`src/rtl/tqv_spi_reg_bridge.sv`:
```
// SPI-slave (mode 0) to peripheral-register bridge with configurable address/data widths.
// Optional burst mode (auto-incrementing address) is enabled by defining TQV_SPI_BURST_EN.
module tqv_spi_reg_bridge #(
  parameter int ADDR_W      = 4,
  parameter int DATA_W      = 8,
  parameter int SYNC_STAGES = 2
) (
  input  logic              clk,
  input  logic              rst_n,
  input  logic              spi_cs_n,
  input  logic              spi_clk,
  input  logic              spi_mosi,
  output logic              spi_miso,
  output logic [ADDR_W-1:0] address,
  output logic [DATA_W-1:0] data_in,
  output logic              data_write,
  output logic              data_read,
  input  logic [DATA_W-1:0] data_out
);

  localparam int CNT_W = 6;

`ifdef TQV_SPI_BURST_EN
  localparam logic BURST_EN = 1'b1;
`else
  localparam logic BURST_EN = 1'b0;
`endif

  typedef enum logic [1:0] {
    ST_IDLE = 2'd0,
    ST_CMD  = 2'd1,
    ST_DATA = 2'd2,
    ST_DONE = 2'd3
  } state_t;

  state_t state_r;
  state_t state_next_s;

  logic [SYNC_STAGES-1:0] cs_sync_r;
  logic [SYNC_STAGES-1:0] sclk_sync_r;
  logic [SYNC_STAGES-1:0] mosi_sync_r;
  logic                   sclk_prev_r;
  logic                   cs_s;
  logic                   sclk_s;
  logic                   mosi_s;
  logic                   sclk_rise_s;
  logic                   sclk_fall_s;

  logic [CNT_W-1:0]  bit_cnt_r;
  logic [ADDR_W-1:0] cmd_sh_r;
  logic [DATA_W-1:0] rx_sh_r;
  logic [DATA_W-1:0] tx_sh_r;
  logic              rw_r;
  logic              rd_go_r;
  logic              cap_r;
  logic              inc_r;

  logic [ADDR_W:0]   cmd_word_s;
  logic [DATA_W-1:0] rx_word_s;
  logic              cmd_last_s;
  logic              data_last_s;
  logic              cmd_done_s;
  logic              word_done_s;

  assign cs_s        = cs_sync_r[SYNC_STAGES-1];
  assign sclk_s      = sclk_sync_r[SYNC_STAGES-1];
  assign mosi_s      = mosi_sync_r[SYNC_STAGES-1];
  assign sclk_rise_s = sclk_s & ~sclk_prev_r;
  assign sclk_fall_s = ~sclk_s & sclk_prev_r;

  // Input synchronisers; chip select resets to the deselected level.
  always_ff @(posedge clk or negedge rst_n) begin
    if (!rst_n) begin
      cs_sync_r   <= '1;
      sclk_sync_r <= '0;
      mosi_sync_r <= '0;
      sclk_prev_r <= 1'b0;
    end else begin
      cs_sync_r   <= {cs_sync_r[SYNC_STAGES-2:0], spi_cs_n};
      sclk_sync_r <= {sclk_sync_r[SYNC_STAGES-2:0], spi_clk};
      mosi_sync_r <= {mosi_sync_r[SYNC_STAGES-2:0], spi_mosi};
      sclk_prev_r <= sclk_s;
    end
  end

  // FSM state register.
  always_ff @(posedge clk or negedge rst_n) begin
    if (!rst_n) begin
      state_r <= ST_IDLE;
    end else begin
      state_r <= state_next_s;
    end
  end

  // FSM next-state logic; a deselected chip select aborts from any state.
  always_comb begin
    state_next_s = state_r;
    case (state_r)
      ST_IDLE: begin
        if (!cs_s) state_next_s = ST_CMD;
        else       state_next_s = ST_IDLE;
      end
      ST_CMD: begin
        if (cs_s)            state_next_s = ST_IDLE;
        else if (cmd_done_s) state_next_s = ST_DATA;
        else                 state_next_s = ST_CMD;
      end
      ST_DATA: begin
        if (cs_s) begin
          state_next_s = ST_IDLE;
        end else if (word_done_s) begin
          if (BURST_EN) state_next_s = ST_DATA;
          else          state_next_s = ST_DONE;
        end else begin
          state_next_s = ST_DATA;
        end
      end
      ST_DONE: begin
        if (cs_s) state_next_s = ST_IDLE;
        else      state_next_s = ST_DONE;
      end
      default: state_next_s = ST_IDLE;
    endcase
  end

  // FSM output decode: frame-boundary events for the datapath.
  always_comb begin
    cmd_word_s  = {cmd_sh_r, mosi_s};
    rx_word_s   = {rx_sh_r[DATA_W-2:0], mosi_s};
    cmd_last_s  = (bit_cnt_r == CNT_W'(ADDR_W));
    data_last_s = (bit_cnt_r == CNT_W'(DATA_W - 1));
    cmd_done_s  = (state_r == ST_CMD) && !cs_s && sclk_rise_s && cmd_last_s;
    word_done_s = (state_r == ST_DATA) && !cs_s && sclk_rise_s && data_last_s;
  end

  // Receive path, address/data registers and read/write strobes.
  always_ff @(posedge clk or negedge rst_n) begin
    if (!rst_n) begin
      bit_cnt_r  <= '0;
      cmd_sh_r   <= '0;
      rx_sh_r    <= '0;
      rw_r       <= 1'b0;
      rd_go_r    <= 1'b0;
      cap_r      <= 1'b0;
      inc_r      <= 1'b0;
      address    <= '0;
      data_in    <= '0;
      data_write <= 1'b0;
      data_read  <= 1'b0;
    end else begin
      data_write <= 1'b0;
      data_read  <= rd_go_r && !cs_s;
      cap_r      <= data_read;
      rd_go_r    <= 1'b0;
      inc_r      <= 1'b0;
      case (state_r)
        ST_IDLE: begin
          bit_cnt_r <= '0;
        end
        ST_CMD: begin
          if (sclk_rise_s && !cs_s) begin
            cmd_sh_r <= cmd_word_s[ADDR_W-1:0];
            if (cmd_last_s) begin
              bit_cnt_r <= '0;
              address   <= cmd_word_s[ADDR_W-1:0];
              rw_r      <= cmd_word_s[ADDR_W];
              rd_go_r   <= ~cmd_word_s[ADDR_W];
            end else begin
              bit_cnt_r <= bit_cnt_r + CNT_W'(1);
            end
          end
        end
        ST_DATA: begin
          if (sclk_rise_s && !cs_s) begin
            rx_sh_r <= rx_word_s;
            if (data_last_s) begin
              bit_cnt_r <= '0;
              inc_r     <= BURST_EN;
              if (rw_r) begin
                data_in    <= rx_word_s;
                data_write <= 1'b1;
              end
            end else begin
              bit_cnt_r <= bit_cnt_r + CNT_W'(1);
            end
          end
        end
        default: begin
          bit_cnt_r <= bit_cnt_r;
        end
      endcase
      // Increment one clk after the word so the write strobe still sees the old address.
      if (inc_r && !cs_s) begin
        address <= address + ADDR_W'(1);
        rd_go_r <= ~rw_r;
      end
    end
  end

  // Transmit path: captured read word shifted out MSB first on falling spi_clk.
  always_ff @(posedge clk or negedge rst_n) begin
    if (!rst_n) begin
      tx_sh_r  <= '0;
      spi_miso <= 1'b0;
    end else begin
      if (cap_r) begin
        tx_sh_r <= data_out;
      end else if ((state_r == ST_DATA) && !rw_r && sclk_fall_s) begin
        tx_sh_r <= {tx_sh_r[DATA_W-2:0], 1'b0};
      end
      if ((state_r != ST_DATA) || rw_r || cs_s) begin
        spi_miso <= 1'b0;
      end else if (sclk_fall_s) begin
        spi_miso <= tx_sh_r[DATA_W-1];
      end
    end
  end

endmodule

```
`config.mk`:
```
export PLATFORM = sky130hd
export DESIGN_NAME = tqv_spi_reg_bridge
export DESIGN_NICKNAME = d
export VERILOG_FILES = /design/src/rtl/tqv_spi_reg_bridge.sv
export SDC_FILE = /design/constraint.sdc
export NUM_CORES = 1
export LEC_CHECK = 0
export CAP_MARGIN = 15
export CELL_PAD_IN_SITES_DETAIL_PLACEMENT = 1
export CELL_PAD_IN_SITES_GLOBAL_PLACEMENT = 1
export CORE_ASPECT_RATIO = 1.5
export CORE_UTILIZATION = 30
export CTS_CLUSTER_SIZE = 8
export DETAILED_ROUTE_END_ITERATION = 7
export PLACE_DENSITY = 0.56
export SLEW_MARGIN = 20
export SYNTH_ARGS = -nofsm -noshare
export SYNTH_HDL_FRONTEND = slang
export SYNTH_SLANG_ARGS = --single-unit
```
`constraint.sdc`:
```
create_clock -name clk -period 1.8 [get_ports clk]
set_input_delay 0.36 -clock clk [delete_from_list [all_inputs] [get_ports clk]]
set_output_delay 0.36 -clock clk [all_outputs]
set_load 0.1 [all_outputs]
```
==> flow_summary_export.csv, run 1 <==
group,metric,value,unit
status,status,"complete, no violations",
logic_synthesis,yosys-top-cells-count,"dfrtp_1, nand2_1, mux2_2",
die,rows,38,
clock_tree,post_cts_buffers,0,
timing,final_max_slew_viol_count,0,
drt,drtIter0Drc,113,
drt,drtPass1Iterations,2,
logic_synthesis,yosys_warnings,0,
run,drv_cap,0,
clock_tree,path_clk_slew,0.09,ns
global_routing,busiest_layer,"met2",
timing,fin_worst_skew,0.003855,ns
timing,hold_slack,0.02743,ns
logic_synthesis,synth-edff-count,0,
setup_path,start_kind,"flop",
placed_design,dp_slack,0.01578,ns
logic_synthesis,synth_cells,181,
global_routing,gr-usage-met3,0.03464,
power_and_ir_drop,vdd_drop_max,388.1,µV
logic_synthesis,synth_cell_type_count,40,
power_and_ir_drop,leakagePower,1.263,nW
drt,drc_errors,0,
setup_path,crit_arrival,1.88,ns
final_layout,nets,237,
setup_path,setup.worst_path.end_class,"flop",
global_routing,antenna_found_initial,0,
logic_synthesis,synth-seq-area-share,0.5874,
timing,hold_viol,0,
final_layout,n_fill_cell,772,
clock_tree,cts_made_buffers,5,
drt,ant_nets,0,
logic_synthesis,synth_ff_type,"dfrtp_1",
final_layout,diodes,0,
clock_tree,cts_max_path_buffers,2,
setup_path,crit_path_max_fanout,6,
drt,drt-total-wl,4593,µm
setup_path,r2r_slack,0.12,ns
timing,maxSlewHeadroom,0.7270,
die,die_w,72.23,µm
final_layout,area_growth,31.79,%
logic_synthesis,ys_async_sr_fraction,1.000,
drt,viasPerCell,4.695,
worst_hold_path,hold_path.class,"primary input to async pin",
timing,finalCritPeriodShare,0.9360,
clock_tree,clk_latency,0.31,ns
logic_synthesis,synth_area,0.002220,mm²
timing,tns,0,ns
die,ios,28,
setup_path,criticalPathCategory,"flop to flop",
global_routing,grt_max_degree,53,
die,start_util,0.3092,
timing,rsz0062_at_grt,"no",
final_layout,ff_latch_area,0.001304,mm²
logic_synthesis,yosysTopAreaCell,"dfrtp_1",
global_routing,grt_usage,0.1363,
global_routing,grt_pass1_vias,1672,
logic_synthesis,syn_nets,201,
die,die_h,107.3,µm
final_layout,layout-drive-gt1-share,0.2982,
logic_synthesis,syn_area_per_cell,12.26,µm²
drt,vias,1493,
global_routing,grt_util_met2,0.2343,
timing,timing.fmax,593.5,MHz
timing,fin_crit,1.685,ns
placed_design,gp_congestion,0.7694,
timing,setup_viol,0,
placed_design,place.port_buffers,27,
power_and_ir_drop,power_density,743.2,mW/mm²
logic_synthesis,synth-seq-cells,52,
final_layout,multi_input_area,893.4,µm²
timing,setup_ws,0.1152,ns
drt,wl_per_cell,14.44,µm
logic_synthesis,synth_top_area_share,0.5637,
logic_synthesis,yosys-top-cells-area,"dfrtp_1, mux2_2, nand2_1, ha_1, mux2i_1",
placed_design,dpl.hpwl,3312,µm
clock_tree,clock_sinks,52,
global_routing,overflow,0,
die,core_area,0.007179,mm²
logic_synthesis,yosysMostFrequentCell,"dfrtp_1",
global_routing,grt_first_pass_wirelength,8079,µm
setup_path,crit_required,2.00,ns
global_routing,use_met1,0.1557,
clock_tree,cts_tree,"yes",
clock_tree,cts_max_level,2,
timing,tightest_slew,0.4096,ns
clock_tree,cts_root_buffer,"clkbuf_8",
die,dieArea,0.007754,mm²
-- per-stage QoR --
step,util,power (W),cell area [µm²],instances
3_5_place_dp,0.3895,0.001406,2796,310
3_3_place_gp,0.3895,0.001400,2796,310
5_1_grt,0.4075,0.002268,2925,318
4_1_cts,0.4050,0.002209,2908,318
2_1_floorplan,-,0.001323,2220,181
6_report,0.4075,0.002174,2925,318
-- power breakdown --
group	internal, W	leakage [nW]	total, W	switching [W]
logic	0.0000714	0.549	0.000137	0.0000655
clock network	0.000413	0.0552	0.000790	0.000377
registers	0.00121	0.659	0.00125	0.0000358
total	0.00170	1.26	0.00217	0.000478
-- timing repair --
action / in CTS / in global routing
cloned: 0 / 0
pin swaps: 0 / 1
hold buffers: 0 / 0
endpoints found under the setup margin: 1 / 22
gates resized for setup: 1 / 7
-- worst paths after layout --
path / cells past startpoint / startpoint / end
max: 6 / state_r[1]$_DFF_PN0_ / state_r[0]$_DFF_PN0_
min: 2 / rst_n / data_in[7]$_DFFE_PN0P_
max reg2reg: 6 / state_r[1]$_DFF_PN0_ / state_r[0]$_DFF_PN0_
min reg2reg: 0 / cs_sync_r[0]$_DFF_PN1_ / cs_sync_r[1]$_DFF_PN1_
max in group asynchronous: 2 / rst_n / cs_sync_r[0]$_DFF_PN1_
min in group clk: 0 / cs_sync_r[0]$_DFF_PN1_ / cs_sync_r[1]$_DFF_PN1_
-- cell type report --
class                   instances  area share
flip-flops and latches         52      0.4457
multi-input cells             119      0.3054
repair buffers                 33      0.1617
well taps                     100     0.04277
clock buffers                   6     0.02481
clock inverters                 2     0.01198
inverters                       6    0.007699
-- cells by family (layout without fill, tap and decap cells) --
group | after synthesis | after routing | share of synthesized area
AOI/OAI and AO/OA | 27 | 27 | 0.08174
and+or+nand+nor | 58 | 58 | 0.1392
DFF | 52 | 52 | 0.5874
muxes | 27 | 27 | 0.1325
buffers and inverters | 10 | 47 | 0.01972
adders and majority gates | 7 | 7 | 0.03946
-- per-layer routing --
metal	vias to the layer above	part of all wire
li1	695	-
met1	773	0.39
met2	17	0.55
met3	8	0.030
met4	0	0.027
met5	-	0
-- cell usage in the layout (no fill, tap or decap), types with 2 or more instances in the layout --
cell	count
nor2_2	2
clkdlybuf4s50_1	11
ha_2	2
nor2_1	4
nand3_1	2
mux2i_1	8
buf_12	16
buf_4	5
dfrtp_1	50
o21ai_0	10
ha_1	5
clkbuf_8	5
nand2b_1	3
dfstp_2	2
mux2_2	19
inv_1	6
nand2_1	33
o211ai_1	5
-- critical path, stage by stage (launching register included) --
cell and delay (ns):
dfrtp_1 0.42, inv_1 0.10, ha_2 0.23, and4bb_4 0.31
nand4_2 0.15, a211oi_2 0.26, o22ai_1 0.10
-- registers in the layout (all words and copies together) (netlist names), 4 cells and up --
signal,flops
rx_sh_r,7
cmd_sh_r,4
tx_sh_r,8
address,4
bit_cnt_r,6
data_in,8
(Power assumes the default switching activity.)
==> inputs of run 2 (changes only) <==
--- a/config.mk
+++ b/config.mk
@@ -13,7 +13,7 @@
 export CTS_CLUSTER_SIZE = 8
 export DETAILED_ROUTE_END_ITERATION = 7
 export PLACE_DENSITY = 0.56
-export SLEW_MARGIN = 20
+export SLEW_MARGIN = 10
 export SYNTH_ARGS = -nofsm -noshare
 export SYNTH_HDL_FRONTEND = slang
 export SYNTH_SLANG_ARGS = --single-unit
==> results of run 2 <==
Same layout as run 1: the final DEF is identical, and so are final timing and power.
